<file path="src/rtl/accum_core.sv">
// ---------------------------------------------------------------------------
// accum_core
//   Multicycle accumulator processor. Fetches 8-bit instructions through a
//   request/valid handshake, executes them on a DATA_W accumulator plus a
//   4-entry register file, and supports relative branch-on-zero and halt.
//
// Ports
//   clk          : rising-edge clock for all state
//   rst          : asynchronous active-low reset
//   instruction  : instruction word, sampled when fetch_req & instr_valid
//   instr_valid  : memory qualifier for instruction
//   fetch_req    : registered, high while waiting for an instruction
//   address      : registered PC, used as the fetch address
//   result       : registered accumulator
//   zero         : combinational (accumulator == 0)
//   halted       : registered, high once HLT has executed
// ---------------------------------------------------------------------------
module accum_core #(
   parameter int unsigned DATA_W   = 8,
   parameter int unsigned ADDR_W   = 4,
   parameter int unsigned RESET_PC = 0
) (
   input  logic              clk,
   input  logic              rst,
   input  logic [7:0]        instruction,
   input  logic              instr_valid,
   output logic              fetch_req,
   output logic [ADDR_W-1:0] address,
   output logic [DATA_W-1:0] result,
   output logic              zero,
   output logic              halted
);

   typedef enum logic [1:0] {
      ST_START = 2'd0,
      ST_FETCH = 2'd1,
      ST_EXEC  = 2'd2,
      ST_HALT  = 2'd3
   } state_t;

   typedef enum logic [2:0] {
      OP_NOP = 3'b000,
      OP_LDI = 3'b001,
      OP_ADD = 3'b010,
      OP_SUB = 3'b011,
      OP_MOV = 3'b100,
      OP_MVA = 3'b101,
      OP_BZ  = 3'b110,
      OP_HLT = 3'b111
   } opcode_t;

   localparam logic [ADDR_W-1:0] PC_RESET_VAL = ADDR_W'(RESET_PC);
   localparam logic [ADDR_W-1:0] PC_ONE       = ADDR_W'(1'b1);
   localparam logic [DATA_W-1:0] DATA_ZERO    = {DATA_W{1'b0}};

   // Sign-extend the 5-bit immediate to the datapath width.
   function automatic logic [DATA_W-1:0] sext_data(input logic [4:0] v);
      return DATA_W'($signed(v));
   endfunction

   // Sign-extend (or truncate, for narrow PCs) the 5-bit branch offset;
   // the add that uses it is modulo 2^ADDR_W either way.
   function automatic logic [ADDR_W-1:0] sext_addr(input logic [4:0] v);
      return ADDR_W'($signed(v));
   endfunction

   state_t            state_q,     state_d;
   logic [ADDR_W-1:0] pc_q,        pc_d;
   logic [7:0]        ir_q,        ir_d;
   logic [DATA_W-1:0] acc_q,       acc_d;
   logic [DATA_W-1:0] rf_q [4];
   logic [DATA_W-1:0] rf_d [4];
   logic              fetch_req_q, fetch_req_d;
   logic              halted_q,    halted_d;

   opcode_t           op_s;
   logic [4:0]        imm5_s;
   logic [1:0]        reg_sel_s;
   logic [DATA_W-1:0] rs_val_s;
   logic              acc_zero_s;

   assign op_s       = opcode_t'(ir_q[7:5]);
   assign imm5_s     = ir_q[4:0];
   assign reg_sel_s  = ir_q[1:0];
   assign rs_val_s   = rf_q[reg_sel_s];
   assign acc_zero_s = (acc_q == DATA_ZERO);

   // Next-state, handshake and datapath update logic.
   always_comb begin
      state_d     = state_q;
      pc_d        = pc_q;
      ir_d        = ir_q;
      acc_d       = acc_q;
      rf_d        = rf_q;
      fetch_req_d = fetch_req_q;
      halted_d    = halted_q;

      case (state_q)
         ST_START: begin
            state_d     = ST_FETCH;
            fetch_req_d = 1'b1;
         end

         ST_FETCH: begin
            // fetch_req is always high here, so instr_valid alone qualifies.
            if (instr_valid) begin
               ir_d        = instruction;
               fetch_req_d = 1'b0;
               state_d     = ST_EXEC;
            end else begin
               state_d = ST_FETCH;
            end
         end

         ST_EXEC: begin
            state_d     = ST_FETCH;
            fetch_req_d = 1'b1;
            pc_d        = pc_q + PC_ONE;
            case (op_s)
               OP_NOP: begin
                  acc_d = acc_q;
               end
               OP_LDI: begin
                  acc_d = sext_data(imm5_s);
               end
               OP_ADD: begin
                  acc_d = acc_q + rs_val_s;
               end
               OP_SUB: begin
                  acc_d = acc_q - rs_val_s;
               end
               OP_MOV: begin
                  rf_d[reg_sel_s] = acc_q;
               end
               OP_MVA: begin
                  acc_d = rs_val_s;
               end
               OP_BZ: begin
                  // Offset is relative to the BZ's own address.
                  if (acc_zero_s) begin
                     pc_d = pc_q + sext_addr(imm5_s);
                  end else begin
                     pc_d = pc_q + PC_ONE;
                  end
               end
               OP_HLT: begin
                  pc_d        = pc_q;
                  state_d     = ST_HALT;
                  fetch_req_d = 1'b0;
                  halted_d    = 1'b1;
               end
               default: begin
                  acc_d = acc_q;
               end
            endcase
         end

         ST_HALT: begin
            state_d     = ST_HALT;
            fetch_req_d = 1'b0;
            halted_d    = 1'b1;
         end

         default: begin
            state_d     = ST_START;
            fetch_req_d = 1'b0;
         end
      endcase
   end

   // State registers; reset drops fetch_req immediately toward the memory.
   always_ff @(posedge clk or negedge rst) begin
      if (!rst) begin
         state_q     <= ST_START;
         pc_q        <= PC_RESET_VAL;
         ir_q        <= 8'h00;
         acc_q       <= DATA_ZERO;
         rf_q[0]     <= DATA_ZERO;
         rf_q[1]     <= DATA_ZERO;
         rf_q[2]     <= DATA_ZERO;
         rf_q[3]     <= DATA_ZERO;
         fetch_req_q <= 1'b0;
         halted_q    <= 1'b0;
      end else begin
         state_q     <= state_d;
         pc_q        <= pc_d;
         ir_q        <= ir_d;
         acc_q       <= acc_d;
         rf_q        <= rf_d;
         fetch_req_q <= fetch_req_d;
         halted_q    <= halted_d;
      end
   end

   assign fetch_req = fetch_req_q;
   assign address   = pc_q;
   assign result    = acc_q;
   assign zero      = acc_zero_s;
   assign halted    = halted_q;

endmodule
</file>
<file path="config.mk">
export PLATFORM = sky130hd
export DESIGN_NAME = accum_core
export DESIGN_NICKNAME = d
export VERILOG_FILES = /design/src/rtl/accum_core.sv
export SDC_FILE = /design/constraint.sdc
export NUM_CORES = 1
export LEC_CHECK = 0
export CAP_MARGIN = 20
export CORE_ASPECT_RATIO = 0.5
export CORE_MARGIN = 2
export CORE_UTILIZATION = 30
export DETAILED_ROUTE_END_ITERATION = 8
export SETUP_SLACK_MARGIN = 0.5
export SLEW_MARGIN = 20
export SYNTH_ARGS = -nofsm -noshare
export SYNTH_HDL_FRONTEND = slang
export SYNTH_SLANG_ARGS = --single-unit
</file>
<file path="constraint.sdc">
create_clock -name clk -period 5.6 [get_ports clk]
set_input_delay 0.84 -clock clk [delete_from_list [all_inputs] [get_ports clk]]
set_output_delay 0.84 -clock clk [all_outputs]
set_load 0.03 [all_outputs]
</file>
After elaboration in Yosys (flattened, before gate mapping)
Cells that the tools add are included.
{ "word_totals": {"register_bits": 56, "out_inout_bits": 15} }
{ "classes": {"addsub": 4, "order_cmp": 2, "reduce_logical": 10, "n_mux": 17, "n_eq_ne": 12, "bitwise": 2} }
{ "op_table": {"columns": ["operator", "count"], "rows": [
  ["$bwmux 32", 1],
  ["$pmux 8 s4", 1],
  ["$mux 8", 3],
  ["$bmux 8 s2", 1],
  ["$demux 8 s2", 1],
  ["$eq 3x3->1 const B", 4],
  ["$reduce_and 2->1", 5],
  ["$add 8x8->8", 1],
  ["$logic_not 8->1", 1],
  ["$pmux 2 s4", 1],
  ["$pmux 4 s2", 1],
  ["$sub 8x8->8", 1],
  ["$eq 3x2->1 const B", 2],
  ["$add 4x1->4 const B", 1],
  ["$add 4x4->4", 1],
  ["$eq 2x2->1 const B", 2],
  ["$mux 2", 2],
  ["$mux 4", 1],
  ["$pmux 1 s4", 1],
  ["$reduce_bool 4->1", 1],
  ["$eq 3x1->1 const B", 1],
  ["$ge 3x3->1 const B", 1],
  ["$lt 3x1->1 const B", 1],
  ["$mux 1", 3],
  ["other kinds (9)", 9]
]} }

Depth between registers and ports, before layout
{ "depth": {"word_depth": 6, "depth_mapped": 15, "ltp_nobuf": 13} }

Worst setup path before layout
OpenSTA, ideal clock, no wires.
{ "synth_timing": {"kind": "flip-flop to flip-flop", "startpoint": "register ir_q[0]", "endpoint": "register acc_q[7], in the netlist result[7]", "slack_ps": 2651, "path_stages_with_launch": 16, "t_arrival_ps": 2822, "synth_period_minus_slack_ps": 2949, "setup_ps": 127, "required_time_ps": 5473, "cell_sequence": "dfrtp_1 > buf_6 > buf_8 > mux4_2 > inv_1 > ha_1 > nand2b_1 > o21ai_0 > xor2_1 > ha_1 > a21oi_1 > nand2_1 > o211ai_1 > nand3_1 > a32oi_1 > nand3b_1"} }
{ "synth_via": {"elab_chain_len": 6} }
{ "synth_lines": {"columns": ["element", "line_no", "source"], "rows": [
  ["start: declaration", "69", "logic [7:0] ir_q, ir_d;"],
  ["start signal: assignment", "187", "ir_q <= ir_d;"],
  ["$not 2->3 (not written as such) *", "85", "assign rs_val_s = rf_q[reg_sel_s];"],
  ["$bmux 8 s2 *", "85", null],
  ["$mux 8 (not written as such) * (2 in a row)", "85", null],
  ["$sub 8x8->8 / $add 8x8->8 (equally long branches)", "130, 127", null],
  ["$pmux 8 s4 *", "119", "case (op_s)"],
  ["end signal: assignment", "177", "acc_q <= DATA_ZERO;"],
  ["end signal: assignment", "188", "acc_q <= acc_d;"],
  ["end: declaration", "70", "logic [DATA_W-1:0] acc_q, acc_d;"]
]} }
Every way passes the cells marked *; elsewhere a longest branch is shown, timed or not. The select of a mux whose other input is x is not followed.
A chain may end at the register's enable or synchronous reset.

Worst setup path after layout
Same ends and word-level chain as after synthesis.

==> metrics.md <==
| Metric | Value |
|---|---|
| Fin. max-slew vios | 0 |
| Most common cell after layout, fill and taps aside | dfrtp_1 |
| Sw Share | 21.42% |
| Post-Syn Instances | 272 |
| Core ar. | 10150 µm² |
| Post-route minimum period | 3.589 ns |
| P per Cell Area | 202.3 nW/µm² |
| Hold Path Class | flop to flop |
| Final worst setup slack | 2.011 ns |
| Final wirelength | 6.975 mm |
| Clock root cell | clkbuf_16 |
| Largest net degree at the start of global routing | 57 |
| Setup Fix Bufs, Post-CTS | 0 |
| RSZ-0062 raised after global routing | false |
| Rows | 26 |
| P&R area growth vs syn | 16.68% |
| Synthesized area | 3113 µm² |
| Most frequent cells in the layout | dfrtp_1 (56), mux2_2 (38), clkdlybuf4s50_1 (24), nor2_1 (23), a21oi_1 (16) |
| Post-synthesis mux area share | 20.10% |
| Clock sinks | 56 |
| Routed Antenna Nets | 0 |
| M1 wire length | 3.298 mm |
| Ys async rst share | 100.0% |
| WP data arrival | 3.76 ns |
| Setup Viol. Count Final | 0 |
| Setup tns final | 0 ns |
| Chip width | 148.1 µm |
| Final net count | 320 |
| Worst-Skew Late Latency | 0.29 ns |
| Worst setup EP type | flop |
| Worst-margin pin slew | 0.8354 ns |
| Yosys reg bits | 56 |
| Met3 wire length | 274 µm |
| Max FO, Critical Path | 15 |
| Final Cycle Share | 64.09% |
| Data required, critical path | 5.77 ns |
| Switching power | 157.4 µW |
| Synth unique cells | 47 |
| Filler cells | 997 |
| Final hold slack | 0.4785 ns |
| Ports | 26 |
| Number of port buffers | 25 |
| RePlAce Congestion | 0.8702 |
| Main combinational cell family by area after synthesis | multiplexers |
| Placed Cells | 428 |
| Syn_nets | 297 |
| Max-slew headroom | 44.06% |
| Routed vias/inst | 5.060 |
| TritonRoute pass-1 iters | 4 |
| Maximum clock frequency | 278.6 MHz |
| Max H-tree Level | 2 |
| Worst Hold Path Cells | 1 |
| R2R Setup Slk | 2.01 ns |
| Mapped Avg Cell Area | 11.44 µm² |
| Reg2Reg Depth | 11 |
| CP Launch Type | flop |
| Ys Warns | 0 |
| Met2 routed WL | 3.292 mm |
| TritonCTS buffer count | 5 |
| Antenna cells | 0 |
| Vias in the first global route | 2338 |
| Die height | 76.03 µm |
| Top sig layer | met4 |
| Gr ovfl total | 0 |
| Wire per inst | 16.00 µm |
| Non-filler cells in the finished layout | 436 |
| Post-detail-place hpwl | 4.920 mm |
| Most used DFF post-synth | dfrtp_1 |
| Simple-gate share of the synthesized area | 13.02% |
| Share of layout cells above drive strength 1 | 20.61% |
| Max-Cap Viols | 0 |
| Run status | finished clean |
| Flop pwr share | 55.0% |
| First-pass GRT wire length | 11.81 mm |
| Number of antenna violations at the first check in global routing | 0 |
| Clock share of power | 43.0% |
| Xor/xnor cell area share of the yosys netlist | 3.376% |
| CTS tree | done |
| Register area | 1401 µm² |
| Post-Synth Adder-Cell Area | 6.109% |
| Post-synth EDFFs | 0 |
| Die area | 11260 µm² |
| Hold Buf Count CTS | 0 |
| Bufs on Longest Clock Path | 2 |
| Skew final | 0.004925 ns |
| Post-synthesis sequential area ratio | 45.02% |
| Starting Density | 30.67% |
| Post_cts resized | 0 |
| Post-Place Setup Slack | 2.052 ns |
| Multi-input gate area in the final layout | 1602 µm² |
| Clock transition at path regs | 0.07 ns |
| Initial DRC Count | 123 |
| DR vias | 2206 |
| Total GRT Usage | 13.11% |
| Synth Area in Compound Gates | 8.842% |
| Max IR drop VDD | 125.8 µV |
| Comb pwr share | 2.0% |
| Lkg Pwr | 1.603 nW |
| DRC | 0 |
| Final hold viol count | 0 |
| P_int | 577.4 µW |
| Crit path kind | flop to flop |
-- Yosys cell counts (all sizes together) (2+ instances only) --
master,number,share of area (%)
inv,13,1.6
fa,2,1.3
a21o,3,0.72
xnor2,6,1.7
nand2b,6,1.2
a31oi,2,0.40
nand3,5,0.80
nor2b,2,0.40
o21ai,11,1.8
or3,3,0.76
xor2,6,1.7
nor3b,5,1.4
ha,12,4.8
dfrtp,56,45
nand3b,3,0.72
nor2,23,2.8
and3,2,0.40
a221oi,4,1.1
clkbuf,8,0.96
mux2,38,14
nor4,2,0.40
a21oi,16,2.6
buf,3,1.0
nand2,15,1.8
nand4,2,0.40
mux4,8,6.0
nor3,2,0.48
-- power groups by stage --
stage	Combinational [mW]	Sequential [mW]	Clock, mW
finish	0.0148	0.404	0.316
global route	0.0170	0.404	0.341
CTS	0.0156	0.404	0.325
detailed placement	0.0156	0.412	0
global placement	0.0151	0.412	0
floorplan	0.0000664	0.412	0
-- final cells by class --
| class | instances | area share (%) |
|---|---|---|
| Multi-Input combinational cell | 192 | 44.09 |
| Sequential cell | 56 | 38.58 |
| Timing Repair Buffer | 27 | 7.165 |
| Tap cell | 140 | 4.823 |
| Clock buffer | 6 | 3.548 |
| Inverter | 13 | 1.343 |
| Clock inverter | 2 | 0.4478 |
-- critical path: stages, from the launching register on --
cell      delay [ns]
dfrtp_1         0.84
mux4_1          0.72
or3_1           0.46
nand2_1         0.12
xor2_1          0.07
ha_1            0.35
nand3_1         0.10
a21oi_1         0.18
o211ai_1        0.13
a21o_1          0.20
a32oi_1         0.20
nand3b_1        0.10
-- path summary, 6_finish.rpt --
| kind | endpoint | from |
|---|---|---|
| worst min-delay path | address[3] | address[3] |
| worst max register to register | result[7] | ir_q[0] |
| max in group asynchronous | ir_q[5] | rst |
| min in group asynchronous | rf_q[19] | rst |
| worst max-delay path | result[7] | ir_q[0] |
| worst min register to register | address[3] | address[3] |
-- metrics by stage --
stage	util [%]	area, µm²	power [mW]
finish	35.79	3632	0.7348
global route	35.79	3632	0.7620
CTS	35.79	3632	0.7448
floorplan	-	3113	0.4122
detailed placement	34.36	3487	0.4276
global placement	34.36	3487	0.4271
-- registers in the layout, summed over array words and instances, names as in the netlist --
signal and flops:
fetch_req 1, result 8, rf_q 32, ir_q 8, state_q 2, halted 1
address 4
-- cells by family (layout without fill, tap and decap cells) --
family | after synthesis | count (layout)
and+or+nand+nor | 75 | 75
DFF | 56 | 56
muxes | 47 | 47
AOI/OAI and AO/OA | 44 | 44
buffers and inverters | 24 | 48
adders and majority gates | 14 | 14
xor gates and xnor gates | 12 | 12
-- per-layer routing --
layer  up-vias  global-route usage [%]
li1       1023                       -
met1      1127                   17.99
met2        46                   20.42
met3        10                   2.575
met4         0                   5.429
met5         -                       0
Note: power is estimated with default switching activity, not from simulation.
